$ cat src/rtl/ov7670_pkg.sv
// Shared camera-path constants: image geometry, pixel layout and mask colours.
// Used by the capture-side tracker and by the display overlay.
package ov7670_pkg;

  localparam int c_cam_cols    = 320;
  localparam int c_cam_rows    = 240;
  localparam int c_cam_nb_addr = 17;
  localparam int c_cam_nb_buf  = 12;

  // RGB444 packing: {r, g, b}
  localparam int c_r_msb = 11;
  localparam int c_r_lsb = 8;
  localparam int c_g_msb = 7;
  localparam int c_g_lsb = 4;
  localparam int c_b_msb = 3;
  localparam int c_b_lsb = 0;

  localparam logic [11:0] c_mask_on  = 12'hFFF;
  localparam logic [11:0] c_mask_off = 12'h000;

  typedef logic [3:0] chan_t;

endpackage

$ cat src/rtl/red_classifier.sv
// Combinational "is this pixel red" test on an RGB444 pixel.
// Sums are widened to 5 bits so a large margin never wraps.
module red_classifier
  import ov7670_pkg::*;
#(
  parameter logic [3:0] c_r_min  = 4'd8,
  parameter logic [3:0] c_margin = 4'd3
) (
  input  logic [c_cam_nb_buf-1:0] pixel,
  output logic                    match
);

  chan_t      r, g, b;
  logic [4:0] g_lim, b_lim;

  assign r     = pixel[c_r_msb:c_r_lsb];
  assign g     = pixel[c_g_msb:c_g_lsb];
  assign b     = pixel[c_b_msb:c_b_lsb];
  assign g_lim = {1'b0, g} + {1'b0, c_margin};
  assign b_lim = {1'b0, b} + {1'b0, c_margin};

  assign match = (r >= c_r_min) && ({1'b0, r} > g_lim) && ({1'b0, r} > b_lim);

endmodule

$ cat src/rtl/red_bbox_tracker.sv
// Camera write-path stage: forwards pixels (optionally as a red mask) with one
// cycle of latency and publishes per-frame red-pixel count and bounding box.
module red_bbox_tracker
  import ov7670_pkg::*;
#(
  parameter int         c_img_cols    = c_cam_cols,
  parameter int         c_img_rows    = c_cam_rows,
  parameter int         c_nb_img_pxls = c_cam_nb_addr,
  parameter int         c_nb_buf      = c_cam_nb_buf,
  parameter logic [3:0] c_r_min       = 4'd8,
  parameter logic [3:0] c_margin      = 4'd3
) (
  input  logic                     clk,
  input  logic                     rst,
  input  logic                     rgbmode,
  input  logic                     show_mask,
  input  logic                     in_we,
  input  logic [c_nb_img_pxls-1:0] in_addr,
  input  logic [c_nb_buf-1:0]      in_data,
  output logic                     out_we,
  output logic [c_nb_img_pxls-1:0] out_addr,
  output logic [c_nb_buf-1:0]      out_data,
  output logic                     frame_done,
  output logic                     bbox_valid,
  output logic [8:0]               xmin,
  output logic [8:0]               xmax,
  output logic [7:0]               ymin,
  output logic [7:0]               ymax,
  output logic [c_nb_img_pxls-1:0] red_count
);

  localparam logic [c_nb_img_pxls-1:0] c_last_addr = c_nb_img_pxls'(c_img_cols * c_img_rows - 1);
  localparam logic [8:0]               c_last_col  = 9'(c_img_cols - 1);
  localparam logic [7:0]               c_last_row  = 8'(c_img_rows - 1);

  logic pix_match;

  red_classifier #(
    .c_r_min  (c_r_min),
    .c_margin (c_margin)
  ) u_classifier (
    .pixel (in_data),
    .match (pix_match)
  );

  logic                     out_we_q, out_we_d;
  logic [c_nb_img_pxls-1:0] out_addr_q, out_addr_d;
  logic [c_nb_buf-1:0]      out_data_q, out_data_d;
  logic                     frame_done_q, frame_done_d;
  logic                     bbox_valid_q, bbox_valid_d;
  logic [8:0]               xmin_q, xmin_d, xmax_q, xmax_d;
  logic [7:0]               ymin_q, ymin_d, ymax_q, ymax_d;
  logic [c_nb_img_pxls-1:0] red_count_q, red_count_d;

  logic                     synced_q, synced_d;
  logic                     frame_ok_q, frame_ok_d;
  logic [c_nb_img_pxls-1:0] exp_addr_q, exp_addr_d;
  logic [8:0]               col_q, col_d;
  logic [7:0]               row_q, row_d;
  logic [8:0]               w_xmin_q, w_xmin_d, w_xmax_q, w_xmax_d;
  logic [7:0]               w_ymin_q, w_ymin_d, w_ymax_q, w_ymax_d;
  logic [c_nb_img_pxls-1:0] w_count_q, w_count_d;

  logic frame_start;

  always_comb begin
    frame_start  = in_we && (in_addr == '0);

    out_we_d     = in_we;
    out_addr_d   = in_addr;
    out_data_d   = (show_mask && rgbmode) ? (pix_match ? c_mask_on : c_mask_off) : in_data;

    frame_done_d = 1'b0;
    bbox_valid_d = bbox_valid_q;
    xmin_d       = xmin_q;
    xmax_d       = xmax_q;
    ymin_d       = ymin_q;
    ymax_d       = ymax_q;
    red_count_d  = red_count_q;

    synced_d     = synced_q;
    frame_ok_d   = frame_ok_q;
    exp_addr_d   = exp_addr_q;
    col_d        = col_q;
    row_d        = row_q;
    w_xmin_d     = w_xmin_q;
    w_xmax_d     = w_xmax_q;
    w_ymin_d     = w_ymin_q;
    w_ymax_d     = w_ymax_q;
    w_count_d    = w_count_q;

    // Until the first address-0 write we do not know where we are in the frame.
    if (in_we && (frame_start || synced_q)) begin
      synced_d   = 1'b1;
      exp_addr_d = in_addr + c_nb_img_pxls'(1);

      if (frame_start) begin
        col_d      = '0;
        row_d      = '0;
        frame_ok_d = rgbmode;
        w_xmin_d   = c_last_col;
        w_xmax_d   = '0;
        w_ymin_d   = c_last_row;
        w_ymax_d   = '0;
        w_count_d  = '0;
      end else begin
        if (col_q == c_last_col) begin
          col_d = '0;
          row_d = row_q + 8'd1;
        end else begin
          col_d = col_q + 9'd1;
        end
        frame_ok_d = frame_ok_q && rgbmode && (in_addr == exp_addr_q);
      end

      if (rgbmode && pix_match) begin
        w_count_d = w_count_d + c_nb_img_pxls'(1);
        if (col_d < w_xmin_d) w_xmin_d = col_d;
        if (col_d > w_xmax_d) w_xmax_d = col_d;
        if (row_d < w_ymin_d) w_ymin_d = row_d;
        if (row_d > w_ymax_d) w_ymax_d = row_d;
      end

      // Publish from the updated working set so the last pixel counts.
      if ((in_addr == c_last_addr) && frame_ok_d) begin
        frame_done_d = 1'b1;
        bbox_valid_d = (w_count_d != '0);
        xmin_d       = bbox_valid_d ? w_xmin_d : '0;
        xmax_d       = bbox_valid_d ? w_xmax_d : '0;
        ymin_d       = bbox_valid_d ? w_ymin_d : '0;
        ymax_d       = bbox_valid_d ? w_ymax_d : '0;
        red_count_d  = w_count_d;
      end
    end
  end

  always_ff @(posedge clk) begin
    if (!rst) begin
      out_we_q     <= 1'b0;
      out_addr_q   <= '0;
      out_data_q   <= '0;
      frame_done_q <= 1'b0;
      bbox_valid_q <= 1'b0;
      xmin_q       <= '0;
      xmax_q       <= '0;
      ymin_q       <= '0;
      ymax_q       <= '0;
      red_count_q  <= '0;
      synced_q     <= 1'b0;
      frame_ok_q   <= 1'b0;
      exp_addr_q   <= '0;
      col_q        <= '0;
      row_q        <= '0;
      w_xmin_q     <= '0;
      w_xmax_q     <= '0;
      w_ymin_q     <= '0;
      w_ymax_q     <= '0;
      w_count_q    <= '0;
    end else begin
      out_we_q     <= out_we_d;
      out_addr_q   <= out_addr_d;
      out_data_q   <= out_data_d;
      frame_done_q <= frame_done_d;
      bbox_valid_q <= bbox_valid_d;
      xmin_q       <= xmin_d;
      xmax_q       <= xmax_d;
      ymin_q       <= ymin_d;
      ymax_q       <= ymax_d;
      red_count_q  <= red_count_d;
      synced_q     <= synced_d;
      frame_ok_q   <= frame_ok_d;
      exp_addr_q   <= exp_addr_d;
      col_q        <= col_d;
      row_q        <= row_d;
      w_xmin_q     <= w_xmin_d;
      w_xmax_q     <= w_xmax_d;
      w_ymin_q     <= w_ymin_d;
      w_ymax_q     <= w_ymax_d;
      w_count_q    <= w_count_d;
    end
  end

  assign out_we     = out_we_q;
  assign out_addr   = out_addr_q;
  assign out_data   = out_data_q;
  assign frame_done = frame_done_q;
  assign bbox_valid = bbox_valid_q;
  assign xmin       = xmin_q;
  assign xmax       = xmax_q;
  assign ymin       = ymin_q;
  assign ymax       = ymax_q;
  assign red_count  = red_count_q;

endmodule

$ cat config.mk
export PLATFORM = sky130hd
export DESIGN_NAME = red_bbox_tracker
export DESIGN_NICKNAME = d
export VERILOG_FILES = /design/src/rtl/ov7670_pkg.sv /design/src/rtl/red_classifier.sv /design/src/rtl/red_bbox_tracker.sv
export SDC_FILE = /design/constraint.sdc
export NUM_CORES = 1
export LEC_CHECK = 0
export CELL_PAD_IN_SITES_DETAIL_PLACEMENT = 1
export CELL_PAD_IN_SITES_GLOBAL_PLACEMENT = 2
export CORE_ASPECT_RATIO = 0.6
export CORE_MARGIN = 5
export CORE_UTILIZATION = 30
export DETAILED_ROUTE_END_ITERATION = 6
export GPL_TIMING_DRIVEN = 0
export PLACE_DENSITY = 0.8
export SLEW_MARGIN = 20
export SYNTH_ARGS = -nofsm -noshare
export SYNTH_HDL_FRONTEND = slang
export SYNTH_SLANG_ARGS = --single-unit
$ cat constraint.sdc
create_clock -name clk -period 3.85 [get_ports clk]
set_input_delay 0.5775 -clock clk [delete_from_list [all_inputs] [get_ports clk]]
set_output_delay 0.5775 -clock clk [all_outputs]
set_load 0.05 [all_outputs]
## After elaboration in Yosys (flattened, before gate mapping)

Index checks and enable logic that the tools add are counted.
Widths: inputs -> output; s select.

- Reductions and logical operators: 14
- Add/sub/neg operators: 6
- Order comparisons: 7
- Muxes and demuxes: 35
- Equality and inequality tests: 3

Operators with widths:

| operator | count |
|---|---|
| $mux 9 | 13 |
| $mux 8 | 13 |
| $mux 17 | 4 |
| $add 17x1->17 const B | 2 |
| $mux 12 | 2 |
| $eq 17x17->1 | 1 |
| $eq 17x17->1 const B | 1 |
| $logic_not 17->1 | 1 |
| $reduce_bool 17->1 | 1 |
| $add 4x2->5 const B | 2 |
| $gt 4x5->1 | 2 |
| $add 9x1->9 const B | 1 |
| $eq 9x9->1 const B | 1 |
| $gt 9x9->1 | 1 |
| $logic_and 1x1->1 | 9 |
| $lt 9x9->1 | 1 |
| $add 8x1->8 const B | 1 |
| $gt 8x8->1 | 1 |
| $lt 8x8->1 | 1 |
| $ge 4x4->1 const B | 1 |
| $reduce_and 2->1 | 2 |
| $mux 1 | 3 |
| $logic_or 1x1->1 | 1 |

- Output and inout port bits: 83
- Word-level logic and storage cells: 85
- Bits in registers: 170

## Longest topological paths before layout

- Depth in word-level cells: 10
- Depth in mapped cells: 22
- Mapped depth without buffers: 18

## Modules after synthesis

Synthesis repeated with hierarchy kept, for this count alone.

- Cells, all modules: 1,105
- Area, all modules: 8,964.8 µm²

Modules (own cells, without submodules):

| module | area an instance (µm²) | instances | sequential area each (µm²) | cells each |
|---|---|---|---|---|
| red_bbox_tracker | 8,687.1 | 1 | 3,403.3 | 1,070 |
| red_classifier | 277.8 | 1 | 0.0 | 35 |

## Worst setup path before layout

No wires, ideal clock.

- Kind: input port to flip-flop
- Start: input port in_addr[2]
- End: register xmax_q[0] (netlist: xmax[0])
- Stages: 18
- Arrival: 4,041 ps
- Setup slack: -308 ps
- Library setup time: 117 ps
- Path through: buf_2 > nor4_2 > nand4_2 > or2_1 > buf_6 > buf_6 > clkbuf_1 > and2_1 > ha_1 > and3_1 > and3_1 > nand3_2 > nor3b_1 > o21ai_0 > o41ai_4 > a21boi_4 > buf_6 > a22o_1

- Word-level cells in the longest chain between the ends: 9

RTL lines:

| element | line | text |
|---|---|---|
| start: declaration | red_bbox_tracker.sv:18 | `input logic [c_nb_img_pxls-1:0] in_addr,` |
| $logic_not 17->1 | red_bbox_tracker.sv:67 | `frame_start = in_we && (in_addr == '0);` |
| $logic_and 1x1->1 | red_bbox_tracker.sv:67 |  |
| $mux 17 | red_bbox_tracker.sv:97 | `if (frame_start) begin` |
| $mux 17 | red_bbox_tracker.sv:93 | `if (in_we && (frame_start \|\| synced_q)) begin` |
| $add 17x1->17 | red_bbox_tracker.sv:117 | `w_count_d = w_count_d + c_nb_img_pxls'(1);` |
| $mux 17 | red_bbox_tracker.sv:116 | `if (rgbmode && pix_match) begin` |
| $mux 17 | red_bbox_tracker.sv:93 |  |
| $reduce_bool 17->1 | red_bbox_tracker.sv:127 | `bbox_valid_d = (w_count_d != '0);` |
| $mux 9 | red_bbox_tracker.sv:129 | `xmax_d = bbox_valid_d ? w_xmax_d : '0;` |
| end signal: assignment | red_bbox_tracker.sv:166 | `xmax_q <= xmax_d;` |
| end: declaration | red_bbox_tracker.sv:51 | `logic [8:0] xmin_q, xmin_d, xmax_q, xmax_d;` |

Several ways; a longest one is shown, not always the timed one. The select of a mux whose other input is x is not followed.
A chain may end at the register's enable or synchronous reset.

## Worst setup path in the final report

- Start: input port in_addr[1]
- End: register ymax_q[0] (netlist: ymax[0])

- Word-level cells in the longest chain between the ends: 9

RTL lines:

| element | line | text |
|---|---|---|
| $logic_not 17->1 | red_bbox_tracker.sv:67 |  |
| $logic_and 1x1->1 | red_bbox_tracker.sv:67 |  |
| $mux 17 | red_bbox_tracker.sv:97 |  |
| $mux 17 | red_bbox_tracker.sv:93 |  |
| $add 17x1->17 | red_bbox_tracker.sv:117 |  |
| $mux 17 | red_bbox_tracker.sv:116 |  |
| $mux 17 | red_bbox_tracker.sv:93 |  |
| $reduce_bool 17->1 | red_bbox_tracker.sv:127 |  |
| $mux 8 | red_bbox_tracker.sv:131 | `ymax_d = bbox_valid_d ? w_ymax_d : '0;` |
| end signal: assignment | red_bbox_tracker.sv:168 | `ymax_q <= ymax_d;` |
| end: declaration | red_bbox_tracker.sv:52 | `logic [7:0] ymin_q, ymin_d, ymax_q, ymax_d;` |

Several ways; a longest one is shown, not always the timed one. The select of a mux whose other input is x is not followed.

==> summary.md <==
| Metric | Value |
|---|---|
| Leak | 4.72 nW |
| Layout cells sized above 1 | 0.214 |
| First-pass GRT wire length | 53300 um |
| Die ar. | 33400 sq um |
| Seq/Total Area, Yosys | 0.381 |
| Synthesized instance count | about 1100 |
| Highest metal used | met4 |
| Leading area contributor after synthesis | dfxtp_1 |
| Critical R2R Launch | col_q[0] |
| Worst-margin pin slew | about 1.3 ns |
| CP max FO | 8 |
| Tightest Hold Check Type | in2reg |
| Pin count of the biggest net entering global routing | 17 |
| Register-to-Register Setup Slack | 0.17 ns |
| Total negative slack | 0 ns |
| Synth area leaders | dfxtp_1 (38%), ha_1 (6.6%), nand2_1 (6.0%) |
| Fin worst setup slack | ~0.075 ns |
| CTS tree | yes |
| Period Utilization, post-route | 0.980 |
| Internal power | 0.00308 W |
| Crit path depth | 21 |
| Clock power frac | 0.476 |
| Hold_buf cts | 0 |
| Final WL | approximately 35000 um |
| Worst R2R End | w_ymax_q[7] |
| Post-synth cell types | between 70 and 80 |
| DR DRC count | 0 |
| Max VDD drop | around 0.34 mV |
| Detailed Routing Iterations Pass 1 | 5 |
| Switching Fraction | 0.251 |
| Primary FF master, synth | dfxtp_1 |
| I/O pins | 117 |
| Final Power | 0.00411 W |
| Nature of the critical path endpoint | flop |
| EDFF count, synth | 0 |
| Die X | approximately 230 um |
| Ys async rst share | 0 |
| CP max stage delay | approximately 0.33 ns |
| Root Buffer Master | clkbuf_16 |
| Dpl ws | -1.74 ns |
| Core Rows | 48 |
| Core area | a little under 30000 sq um |
| Startpoint types | primary input |
| Max H-tree Level | 4 |
| RePlAce Congestion | ~0.85 |
| Final Hold Viols | 0 |
| Seq. cell area | around 3400 sq um |
| FF-to-FF path depth | 20 |
| Register bit total from synthesis | 170 |
| Max Transition Viols Final | 0 |
| Initial Util | 0.307 |
| Met2 wire length | 15000 um |
| # diodes | 0 |
| # setup viols final | 0 |
| Layout Area Growth over Synthesis | 39.0% |
| Crit-path slowest cell | nor4b_4 |
| Synth warn | 0 |
| Congestion Overflow GR | 0 |
| Area of the multi-input gates | between 5000 and 6000 sq um |
| Synthesized Nets | around 1200 |
| Skew-Pair Late Insertion Delay | between 0.4 and 0.5 ns |
| Clock Sinks | 170 |
| WL met1 | 18300 um |
| CTS Buffer Depth | 2 |
| Cell area after synthesis | 8930 sq um |
| Final Critical Period | ~3.8 ns |
| CP required | about 4.2 ns |
| CTS buffer count | 17 |
| Gate power share | 0.091 |
| Final #Nets | about 1400 |
| Critical Path Source | in_addr[1] |
| Metal3 WL | 1750 um |
| F_max | approximately 0.26 GHz |
| Vias per inst | 5.24 |
| CTS clk-pin slew, worst paths | ~0.070 ns |
| Setup clock skew after layout | around 0.0099 ns |
| Crit path to | ymax[0] |
| DR WL/cell | roughly 21 um |
| Detail Placement HPWL | 24500 um |
| Initial antenna violation count | 1 |
| Power per cell area | roughly 330 nW/um^2 |
| Worst Path Arrival | roughly 4 ns |
| Antenna-violating nets left | 0 |
| Die height | ~140 um |
| Initial DRC Count | around 650 |
| Top cell type's share of synthesized area | 0.381 |
| Run status | finished clean |
| Via Count | a little under 9000 |
| Normalized max-slew margin | 0.143 |
| Crit path kind | in2reg |
| Sequential Power Share | 0.433 |
| CP Cell Sequence | buf_8, inv_6, ha_4, nor4b_4, nand4_4, or2_4, clkbuf_16, and2_4, ha_4, and3_4, and3_4, buf_6, nand4_1, mux2i_1, mux2i_2, a21boi_4, a21boi_4, buf_12, buf_4, buf_6, a22o_1 |
| Port buffer count | roughly 110 |
| Avg Synthesized Cell Area | 8.29 sq um |
| Most numerous cell in the Yosys netlist | dfxtp_1 |
| Most frequent cells after synthesis | dfxtp_1 (170), nand2_1 (143), nor2_1 (135) |
| P_sw | 0.00103 W |
| Worst path buffer plus inverter count | 7 |
| Gr usage total | 0.207 |
| Unrepaired setup endpoints after global routing | yes |
| Max Cap Viol | 0 |
| Filler cell count | between 3000 and 4000 |
| CP delay by family, top | simple AND/OR/NAND/NOR gates |
| Number of global-route vias before repair | between 8000 and 9000 |
layout make-up:
type                       instances  area share
clock buffer                      20      0.0360
inverter                          25     0.00917
buffer                            63      0.0312
multi-input combinational        814       0.446
clock inverter                    12      0.0157
timing repair buffer             204       0.147
sequential                       170       0.275
tap                              400      0.0403
layout by cell type (no fill, tap or decap), types with 6 or more instances in the layout:
master,netlist,routed
dfxtp_1,170,166
nand2_1,143,134
nor2_1,135,122
clkdlybuf4s50_1,0,89
buf_4,2,86
a21oi_1,79,77
ha_1,47,41
xor2_1,42,40
o21ai_0,44,37
clkbuf_1,47,34
nand3_1,35,34
a22o_1,31,31
xnor2_1,24,22
and2_1,24,22
a211oi_1,19,19
clkbuf_16,0,18
a22oi_1,20,18
nand4_1,17,17
inv_1,25,16
nor3_1,19,16
buf_2,7,15
buf_6,8,13
o221a_2,11,11
nor2b_1,10,10
clkbuf_2,0,9
nor2_4,1,9
and3_1,12,8
nor4_1,9,8
nand2_2,0,7
nor2_2,1,6
o21ai_1,2,6
per-layer routing:
| layer | up-vias | track usage |
|---|---|---|
| li1 | 4229 | - |
| met1 | 4482 | 0.313 |
| met2 | 210 | 0.306 |
| met3 | 27 | 0.0367 |
| met4 | 0 | 0.0457 |
| met5 | - | 0 |
worst register-to-register path, delay by kind of cell, from the launching register on:
family	cells	cell delay, ns
flip-flops	1	0.38
AO/OA/AOI/OAI	6	1.18
buffers and inverters	5	0.74
adder cells (fa/ha/maj)	2	0.48
AND/OR/NAND/NOR	6	0.60
XOR/XNOR	1	0.16
kinds of logic (layout without fill, tap and decap cells):
group / count (synthesis) / after routing / share of synthesized area
AND/OR/NAND/NOR: 447 / 447 / 0.239
AO/OA/AOI/OAI: 247 / 247 / 0.193
flip-flops: 170 / 170 / 0.381
buffers and inverters: 93 / 324 / 0.0476
XOR/XNOR: 66 / 66 / 0.0647
adder cells (fa/ha/maj): 47 / 47 / 0.0658
multiplexers: 7 / 7 / 0.00799
sequential cells by signal (all words and copies together) (netlist names):
register    flops
w_ymin_q        8
exp_addr_q     17
ymax            8
out_data       12
out_we          1
frame_ok_q      1
w_count_q      17
bbox_valid      1
frame_done      1
w_xmin_q        9
col_q           9
row_q           8
out_addr       17
w_xmax_q        9
xmin            9
synced_q        1
ymin            8
red_count      17
w_ymax_q        8
xmax            9
power groups by stage:
stage | logic, W | registers (W) | clock network, W
finish | 0.000374 | 0.00178 | 0.00196
global route | 0.000397 | 0.00178 | 0.00205
CTS | 0.000351 | 0.00178 | 0.00199
detailed placement | 0.000318 | 0.00182 | 0
global placement | 0.000314 | 0.00182 | 0
floorplan | 0.000115 | 0.00188 | 0
what timing repair did:
action,4_1_cts,5_1_grt
setup endpoints to repair,89,70
gates resized for setup,156,65
gates cloned,3,1
pin swaps,26,39
setup buffers,62,28
how the worst min path moves through the flow:
stage / from / end / slack [ns] / cells after the start
after global routing: in_data[1] / out_data[1] / 0.40 / 3
final: in_addr[10] / out_addr[10] / 0.40 / 2
after detailed placement: frame_ok_q / frame_ok_q / 0.45 / 2
after CTS: in_addr[10] / out_addr[10] / 0.38 / 2
after floorplan: frame_ok_q / frame_ok_q / 0.44 / 2
after global placement: red_count[7] / red_count[7] / 0.44 / 2
stage by stage:
step                instance area [sq um]  hold WS (ns)  cells  utilization
finish                              12400         0.396   1708        0.427
global route                        12400         0.403   1708        0.427
floorplan                            8990         0.437   1077            -
global placement                    10600         0.443   1588        0.365
detailed placement                  10600         0.451   1588        0.365
CTS                                 12100         0.380   1682        0.415
No activity file was read; power rests on OpenSTA's default activity.
